[src/rtl/ps2_scancode_decoder.sv]
`default_nettype none
// +--------------------------------------------------------------------------+
// | ps2_scancode_decoder: PS/2 Set-2 byte stream -> key events, show-ahead FIFO |
// | Optional typematic-repeat filter: define KEY_REPEAT_FILTER_EN               |
// | Revision: 1.0                                                               |
// +--------------------------------------------------------------------------+
module ps2_scancode_decoder #(
  parameter int FIFO_DEPTH     = 8,
  parameter int TIMEOUT_CYCLES = 100000
) (
  input  logic       CLOCK_50,
  input  logic       resetn,
  input  logic [7:0] received_data,
  input  logic       received_data_en,
  input  logic       evt_ready,
  output logic       evt_valid,
  output logic [7:0] evt_code,
  output logic       evt_extended,
  output logic       evt_released,
  output logic       evt_overflow
`ifdef KEY_REPEAT_FILTER_EN
  ,
  output logic [3:0] held_count
`endif
);

  localparam int         c_AW   = $clog2(FIFO_DEPTH);
  localparam int         c_TW   = $clog2(TIMEOUT_CYCLES + 1);
  localparam logic [7:0] c_E0   = 8'hE0;
  localparam logic [7:0] c_E1   = 8'hE1;
  localparam logic [7:0] c_F0   = 8'hF0;
  localparam logic [7:0] c_FAKE = 8'h12;

  typedef enum logic [2:0] {S_IDLE, S_E0, S_F0, S_E0F0, S_PAUSE} state_t;

  state_t          state_q, state_d;
  logic [2:0]      skip_q, skip_d;
  logic [c_TW-1:0] tmo_q, tmo_d;
  logic            cand_d;
  logic [9:0]      cand_data_d;
  logic            push_d, push_q;
  logic [9:0]      push_data_q;
  logic            w_is_prefix, w_is_noise;

  always_comb begin
    w_is_prefix = (received_data == c_E0) || (received_data == c_E1) || (received_data == c_F0);
    w_is_noise  = received_data inside {8'hAA, 8'hFA, 8'hFE, 8'hEE, 8'h00, 8'hFF};
  end

  // Event candidate = {extended, released, code}; it is registered before entering the FIFO.
  always_comb begin
    state_d     = state_q;
    skip_d      = skip_q;
    tmo_d       = tmo_q;
    cand_d      = 1'b0;
    cand_data_d = {2'b00, received_data};
    if (received_data_en) begin
      tmo_d   = '0;
      state_d = S_IDLE;
      unique case (state_q)
        S_IDLE: begin
          if (received_data == c_E0) state_d = S_E0;
          else if (received_data == c_F0) state_d = S_F0;
          else if (received_data == c_E1) begin
            state_d = S_PAUSE;
            skip_d  = 3'd7;
          end else if (!w_is_noise) cand_d = 1'b1;
        end
        S_E0: begin
          if (received_data == c_F0) state_d = S_E0F0;
          else if (!w_is_prefix && received_data != c_FAKE) begin
            cand_d      = 1'b1;
            cand_data_d = {2'b10, received_data};
          end
        end
        S_F0: begin
          if (!w_is_prefix) begin
            cand_d      = 1'b1;
            cand_data_d = {2'b01, received_data};
          end
        end
        S_E0F0: begin
          if (!w_is_prefix && received_data != c_FAKE) begin
            cand_d      = 1'b1;
            cand_data_d = {2'b11, received_data};
          end
        end
        S_PAUSE: begin
          skip_d = skip_q - 1'b1;
          if (skip_q == 3'd1) begin
            cand_d      = 1'b1;
            cand_data_d = {2'b00, c_E1};
          end else state_d = S_PAUSE;
        end
        default: state_d = S_IDLE;
      endcase
    end else if (state_q != S_IDLE) begin
      if (tmo_q == c_TW'(TIMEOUT_CYCLES - 1)) begin
        state_d = S_IDLE;
        tmo_d   = '0;
      end else tmo_d = tmo_q + 1'b1;
    end
  end

`ifdef KEY_REPEAT_FILTER_EN
  logic [255:0] held_q, held_d;
  logic [3:0]   cnt_q, cnt_d;
  logic [7:0]   w_key;

  // Bitmap index folds code[7] away; the Pause event is never tracked.
  always_comb begin
    held_d = held_q;
    cnt_d  = cnt_q;
    push_d = cand_d;
    w_key  = {cand_data_d[9], cand_data_d[6:0]};
    if (cand_d && cand_data_d[7:0] != c_E1) begin
      if (cand_data_d[8]) begin
        if (held_q[w_key]) begin
          held_d[w_key] = 1'b0;
          if (cnt_q != 4'd0) cnt_d = cnt_q - 1'b1;
        end
      end else if (held_q[w_key]) begin
        push_d = 1'b0;
      end else begin
        held_d[w_key] = 1'b1;
        if (cnt_q != 4'd15) cnt_d = cnt_q + 1'b1;
      end
    end
  end

  always_ff @(posedge CLOCK_50) begin
    if (!resetn) begin
      held_q <= '0;
      cnt_q  <= '0;
    end else begin
      held_q <= held_d;
      cnt_q  <= cnt_d;
    end
  end

  assign held_count = cnt_q;
`else
  assign push_d = cand_d;
`endif

  always_ff @(posedge CLOCK_50) begin
    if (!resetn) begin
      state_q     <= S_IDLE;
      skip_q      <= '0;
      tmo_q       <= '0;
      push_q      <= 1'b0;
      push_data_q <= '0;
    end else begin
      state_q     <= state_d;
      skip_q      <= skip_d;
      tmo_q       <= tmo_d;
      push_q      <= push_d;
      push_data_q <= cand_data_d;
    end
  end

  logic [9:0]    mem_q [FIFO_DEPTH];
  logic [c_AW:0] wr_q, rd_q;
  logic          ovf_q;
  logic          w_empty, w_full, w_pop, w_wr;
  logic [9:0]    w_head;

  always_comb begin
    w_empty = (wr_q == rd_q);
    w_full  = (wr_q[c_AW] != rd_q[c_AW]) && (wr_q[c_AW-1:0] == rd_q[c_AW-1:0]);
    w_pop   = !w_empty && evt_ready;
    w_wr    = push_q && (!w_full || w_pop);
    w_head  = w_empty ? 10'd0 : mem_q[rd_q[c_AW-1:0]];
  end

  always_ff @(posedge CLOCK_50) begin
    if (!resetn) begin
      wr_q  <= '0;
      rd_q  <= '0;
      ovf_q <= 1'b0;
    end else begin
      if (w_wr) wr_q <= wr_q + 1'b1;
      if (w_pop) rd_q <= rd_q + 1'b1;
      if (push_q && w_full && !w_pop) ovf_q <= 1'b1;
    end
  end

  always_ff @(posedge CLOCK_50) begin
    if (w_wr) mem_q[wr_q[c_AW-1:0]] <= push_data_q;
  end

  assign evt_valid                                 = !w_empty;
  assign {evt_extended, evt_released, evt_code}    = w_head;
  assign evt_overflow                              = ovf_q;

endmodule
`default_nettype wire

[config.mk]
export PLATFORM = sky130hd
export DESIGN_NAME = ps2_scancode_decoder
export DESIGN_NICKNAME = d
export VERILOG_FILES = /design/src/rtl/ps2_scancode_decoder.sv
export SDC_FILE = /design/constraint.sdc
export NUM_CORES = 1
export LEC_CHECK = 0
export CORE_UTILIZATION = 42
export CTS_BUF_LIST = sky130_fd_sc_hd__clkbuf_2 sky130_fd_sc_hd__clkbuf_4 sky130_fd_sc_hd__clkbuf_8
export DETAILED_ROUTE_END_ITERATION = 16
export PLACE_DENSITY = 0.62
export SYNTH_ARGS = -nofsm -noshare
export SYNTH_HDL_FRONTEND = slang
export SYNTH_SLANG_ARGS = --single-unit
[constraint.sdc]
create_clock -name CLOCK_50 -period 3.7 [get_ports CLOCK_50]
set_input_delay 0.74 -clock CLOCK_50 [delete_from_list [all_inputs] [get_ports CLOCK_50]]
set_output_delay 0.74 -clock CLOCK_50 [all_outputs]
set_load 0.02 [all_outputs]
==> results.sh, run 1 <==
export IMPL_status="completed"
export IMPL_die_y_um=114
export IMPL_finalHoldViolCount=0
export IMPL_hp_class="reg -> reg"
export IMPL_placed_area_mm2=0.00570
export IMPL_dieArea_mm2=0.0130
export IMPL_ctsHoldBuffers=0
export IMPL_crit_arrival_ns=2.42
export IMPL_vdd_drop_max_v=0.000178
export IMPL_drt_total_wl_um=9810
export IMPL_cts_path_max_buffers=2
export IMPL_fmax_mhz=316
export IMPL_power_density_mw_per_mm2=496
export IMPL_hold_depth=2
export IMPL_setup_ws_ns=0.536
export IMPL_cts_setup_buffers=0
export IMPL_synth_edf_count=80
export IMPL_viasPerCell=5.29
export IMPL_yosys_area_top_type="edfxtp_1"
export IMPL_yosys_warnings=0
export IMPL_end_kind="output pin"
export IMPL_critPathRequiredTime_ns=2.96
export IMPL_drtIter0Drc=178
export IMPL_setup_viol=0
export IMPL_cts_root_buf="clkbuf_8"
export IMPL_area_sequential_mm2=0.00332
export IMPL_gp_congestion=0.759
export IMPL_power_mw=3.02
export IMPL_tightest_slew_ns=0.679
export IMPL_gr_total_overflow=0
export IMPL_async_flop_share_pct=0
export IMPL_multi_input_area_mm2=0.00184
export IMPL_layout_worst_path_cycle_share_pct=85.5
export IMPL_place_hpwl_um=6600
export IMPL_cts_tree="yes"
export IMPL_setup_tns_final_ns=0
export IMPL_synth_most_common_cell="edfxtp_1"
export IMPL_drv_slew=0
export IMPL_synth_top_area_share_pct=45.5
export IMPL_core_area_mm2=0.0121
export IMPL_critPathKind="reg -> out"
export IMPL_grt_pass1_wl_um=16200
export IMPL_path_cells="buf_4 -> mux4_2 -> mux2i_1 -> nor2_1 -> clkdlybuf4s50_1"
export IMPL_slowest_stage="mux4_2"
export IMPL_rrSetupSlack_ns=1.13
export IMPL_htreeDepth=4
export IMPL_grt_use_total_pct=16.6
export IMPL_grt_pass1_vias=3177
export IMPL_rows=40
export IMPL_numCtsBuffers=17
export IMPL_numClockSinks=126
export IMPL_drc=0
export IMPL_dr_total_vias=3129
export IMPL_timing_final_crit_period_ns=3.16
export IMPL_wl_per_cell_um=16.6
export IMPL_syn_avg_cell_area_um2=13.8
export IMPL_synth_seq_area_share_pct=62.9
export IMPL_postRouteAntennaNets=0
export IMPL_area_growth_pct=15.4
export IMPL_fin_cells=592
export IMPL_dp_slack_ns=0.738
export IMPL_synth_area_mm2=0.00528
export IMPL_place_inst=561
export IMPL_fill_cells=1093
export IMPL_start_kind="register"
export IMPL_synth_net_count=401
export IMPL_cts_resized=0
export IMPL_max_stage_delay_ns=0.60
export IMPL_port_buffers=23
export IMPL_syn_inst=384
export IMPL_drtPass1Iterations=4
export IMPL_ys_ff_latch=126
export IMPL_antenna_found_initial=0
export IMPL_clk_latency_ns=0.43
export IMPL_reg2reg_depth=4
export IMPL_start_util_pct=43.6
export IMPL_crit_path_max_fanout=20
export IMPL_maxCapViolCount=0
export IMPL_rsz0062_at_grt="false"
export IMPL_max_slew_margin_pct=54.7
export IMPL_yosysUniqueCellTypes=51
export IMPL_fin_area_mm2=0.00610
export IMPL_ys_top_cells_by_area="edfxtp_1 (45%), dfxtp_1 (17%), mux4_2 (8.5%), mux2i_1 (2.8%), nand2_1 (1.6%)"
export IMPL_synth_main_ff_cell="edfxtp_1"
export IMPL_ioPinCount=24
export IMPL_synthTopCellsByCount="edfxtp_1 (80), dfxtp_1 (46), nand2_1 (23), nor2_1 (23), mux4_2 (20)"
export IMPL_die_w_um=114
export IMPL_layout_drive_gt1_share_pct=14.6
export IMPL_nets=429
export IMPL_antenna_cells=0
export IMPL_skew_ns=0.00801
export IMPL_leakage_nw=2.01
export IMPL_grt_max_degree=33
export IMPL_clk_pin_slew_worst_paths_ns=0.07
==> sequential cells by signal, summed over array words and instances (netlist names), named ones only <==
register,count
wr_q,4
mem_q,80
skip_q,3
state_q,3
evt_overflow,1
rd_q,4
push_data_q,10
push_q,1
tmo_q,17
==> through the flow <==
step	hold WS, ns	util [%]
floorplan	0.447	-
global placement	0.461	47.0
detailed placement	0.472	47.0
CTS	0.482	50.4
global route	0.510	50.4
finish	0.483	50.4
==> critical path: cells and delay by family, from the launching register on <==
kind	cells	cell delay (ns)
buf+inv	2	0.90
simple gates	1	0.05
mux	2	0.74
flops	1	0.31
==> path summary, 6_finish.rpt <==
kind	startpoint	end
min	tmo_q[1]	tmo_q[1]
min reg2reg	tmo_q[1]	tmo_q[1]
max	register	evt_code[2]
max reg2reg	wr_q[0]	mem_q[5][6]
==> logic make-up (layout without fill, tap and decap cells) <==
logic type      Yosys count  count (layout)  synth area share, %
simple gates            127             127                 13.7
flops                   126             126                 62.9
mux                      35              35                 11.4
compound gates           46              46                 5.90
buf+inv                  31              71                 2.58
xor+xnor                 13              13                 2.16
fa+ha+maj                 6               6                 1.37
==> final cells by class <==
class	count	area share, %
repair buffers	30	4.64
well taps	168	3.45
clock buffers	17	3.84
clock inverters	14	2.77
multi-input cells	227	30.2
flip-flops and latches	126	54.5
inverters	10	0.616
==> report_power, final <==
| part | switching, mW | total [mW] | internal, mW |
|---|---|---|---|
| clock | 0.538 | 1.20 | 0.662 |
| combinational | 0.149 | 0.290 | 0.140 |
| sequential | 0.0225 | 1.53 | 1.51 |
| total | 0.710 | 3.02 | 2.31 |
==> cell usage in the layout (no fill, tap or decap), drive strengths merged, types with 5 or more instances in the layout <==
cell type      instances
and3                   5
nand4                 13
clkbuf                17
ha                     5
edfxtp                80
dfxtp                 46
xor2                   9
buf                    7
nor4                   5
a21oi                 12
inv                   12
mux4                  20
nand2                 23
nor3                   7
clkinv                 6
nand3                  9
nor2b                  5
or3                   10
clkdlybuf4s50         23
mux2i                 15
nor2                  23
o21ai                 13
==> routing by layer <==
| metal | GRT usage (%) | vias to the layer above | wire length [um] |
|---|---|---|---|
| li1 | - | 1532 | - |
| met1 | 20.8 | 1543 | 4610 |
| met2 | 27.6 | 44 | 4840 |
| met3 | 4.98 | 10 | 267 |
| met4 | 5.28 | 0 | 91 |
| met5 | 0 | - | 0 |
Power figures use the tool's default switching activity.
==> run 2: changes to the inputs <==
- ABC_AREA: not set -> 1
- SKIP_CTS_REPAIR_TIMING: not set -> 1
==> results.sh, run 2 <==
export IMPL_crit_family="buffers and inverters"
export IMPL_synthTopCellsByCount="nor2_1 (126), edfxtp_1 (80), nand2_1 (57)"
export IMPL_numCtsBuffers=17
export IMPL_fmax_mhz=303
export IMPL_fill_cells=1216
export IMPL_largest_reg_flops=80
export IMPL_tightest_slew_ns=0.530
export IMPL_area_sequential_mm2=0.00332
export IMPL_rows=41
export IMPL_nets=625
export IMPL_dr_total_vias=4087
export IMPL_yosys_warnings=0
export IMPL_hold_slack_ns=0.452
export IMPL_htreeDepth=4
export IMPL_synth_top_area_share_pct=43.5
export IMPL_status="completed"
export IMPL_area_growth_pct=15.9
export IMPL_synth_seq_area_share_pct=60.1
export IMPL_skew_ns=0.00848
export IMPL_busiest_layer="met2"
export IMPL_finalHoldViolCount=0
export IMPL_core_area_mm2=0.0127
export IMPL_die_y_um=117
export IMPL_hold_depth=2
export IMPL_viasPerCell=5.16
export IMPL_slowest_stage="clkdlybuf4s50_1"
export IMPL_start_kind="register"
export IMPL_multi_input_area_mm2=0.00193
export IMPL_drv_slew=0
export IMPL_dieArea_mm2=0.0136
export IMPL_rsz0062_at_grt="false"
export IMPL_start_util_pct=43.4
export IMPL_leakage_nw=2.26
export IMPL_crit_arrival_ns=2.56
export IMPL_path_common_cell="nor2_1"
export IMPL_place_hpwl_um=7990
export IMPL_synth_most_common_cell="nor2_1"
export IMPL_cts_tree="yes"
export IMPL_globalRouteMet2Util_pct=27.8
export IMPL_synth_net_count=588
export IMPL_timing_final_crit_period_ns=3.30
export IMPL_final_common_cell="nor2_1"
export IMPL_drtIter0Drc=270
export IMPL_postRouteAntennaNets=0
export IMPL_power_density_mw_per_mm2=508
export IMPL_yosysUniqueCellTypes=33
export IMPL_synth_edf_count=80
export IMPL_path_cells="inv_1 -> buf_4 -> nor2_1 -> o32ai_1 -> nor2_1 -> nor2_1 -> clkdlybuf4s50_1"
export IMPL_drt_total_wl_um=11900
export IMPL_max_slew_margin_pct=64.6
export IMPL_met3_usage_pct=5.35
export IMPL_grt_max_degree=41
export IMPL_final_cell_mix="nor2_1 (126), edfxtp_1 (80), nand2_1 (57)"
export IMPL_gr_total_overflow=0
export IMPL_critPathKind="reg -> out"
export IMPL_synth_area_mm2=0.00553
export IMPL_grt_pass1_vias=3733
export IMPL_setup_tns_final_ns=0
export IMPL_gp_congestion=0.844
export IMPL_crit_path_max_fanout=14
export IMPL_setup_viol=0
export IMPL_port_buffers=23
export IMPL_synth_main_ff_cell="edfxtp_1"
export IMPL_ys_top_cells_by_area="edfxtp_1 (43%), dfxtp_1 (17%), nor2_1 (8.6%), nand2_1 (3.9%), o21ai_0 (3.4%)"
export IMPL_cp_num_buf_inv=3
export IMPL_syn_avg_cell_area_um2=9.68
export IMPL_cts_root_buf="clkbuf_8"
export IMPL_antenna_found_initial=0
export IMPL_wl_per_cell_um=15.0
export IMPL_cts_path_max_buffers=2
export IMPL_async_flop_share_pct=0
export IMPL_grtUsageMet1_pct=25.8
export IMPL_grt_use_total_pct=18.9
export IMPL_clk_pin_slew_worst_paths_ns=0.07
export IMPL_antenna_cells=0
export IMPL_grt_pass1_wl_um=18800
export IMPL_end_kind="output pin"
export IMPL_layout_drive_gt1_share_pct=11.1
export IMPL_critPathRequiredTime_ns=2.96
export IMPL_hp_class="reg -> reg"
export IMPL_drtPass1Iterations=5
export IMPL_layout_worst_path_cycle_share_pct=89.3
export IMPL_ys_ff_latch=126
export IMPL_clk_latency_ns=0.42
export IMPL_ioPinCount=24
export IMPL_drc=0
export IMPL_max_stage_delay_ns=0.64
export IMPL_yosys_area_top_type="edfxtp_1"
export IMPL_numClockSinks=126
export IMPL_cp_depth=7
export IMPL_vdd_drop_max_v=0.000188
export IMPL_die_w_um=117
export IMPL_maxCapViolCount=0
export IMPL_reg2reg_depth=7
export IMPL_syn_inst=571
-- run 2: cell types whose count changed in the layout (fill, tap and decap cells not counted), moves of 6 or more --
cell,previous run,this run
inv_1,10,49
nor2_1,23,126
nand2_1,23,57
nor3_1,6,17
mux4_2,20,0
or3_1,10,0
a21oi_1,12,24
nand3_1,9,30
mux2i_1,15,0
o21ai_0,12,38
buf_4,7,13
o32ai_1,0,20
-- run 2: through the flow --
stage                     setup slack [ns]  area, um^2  util [%]  total power, mW  instances
final                                0.396        6400      50.3             3.25        792
after global routing                 0.190        6400      50.3             3.40        792
after CTS                            0.341        6400      50.3             3.29        792
after detailed placement             0.842        6000      47.1             2.09        761
after global placement               0.885        6000      47.1             2.08        761
after floorplan                       1.32        5530         -             1.90        571
-- run 2: final timing paths --
path                                   start      endpoint  slack [ns]
worst min-delay path            evt_overflow  evt_overflow        0.45
worst max-delay path                register  evt_extended        0.40
worst min register to register  evt_overflow  evt_overflow        0.45
worst max register to register       wr_q[0]      register        1.80
-- run 2: kinds of logic (layout without fill, tap and decap cells) --
logic type,Yosys count,after routing,synth area share [%]
simple gates,263,263,21.6
flops,126,126,60.1
compound gates,93,93,10.1
buf+inv,71,120,5.03
xor+xnor,13,13,2.06
fa+ha+maj,5,5,1.13
-- run 2: worst register-to-register path, stage by stage, from the launching register on --
cell	delay, ns
dfxtp_1	0.45
xnor2_1	0.15
nand2_1	0.08
nor2_2	0.14
nand2_1	0.36
nand2_2	0.28
o21ai_1	0.10
a21oi_1	0.25
-- run 2: layout make-up --
cell class	instances	share of cell area, %
well taps	172	3.36
multi-input cells	374	30.2
clock buffers	20	4.10
clock inverters	11	2.23
flip-flops and latches	126	51.9
repair buffers	36	5.12
inverters	53	3.11
-- run 2: per-layer routing --
layer / vias up / part of all wire (%)
met3: 14 / 5.1
met5: - / 0
met4: 0 / 1.4
met2: 110 / 45
li1: 2041 / -
met1: 1922 / 48
-- run 2: power breakdown --
group          internal [mW]  leakage (nW)  switching (mW)
Combinational          0.196         0.952           0.314
Clock                  0.690         0.195           0.508
Sequential              1.52          1.11          0.0262
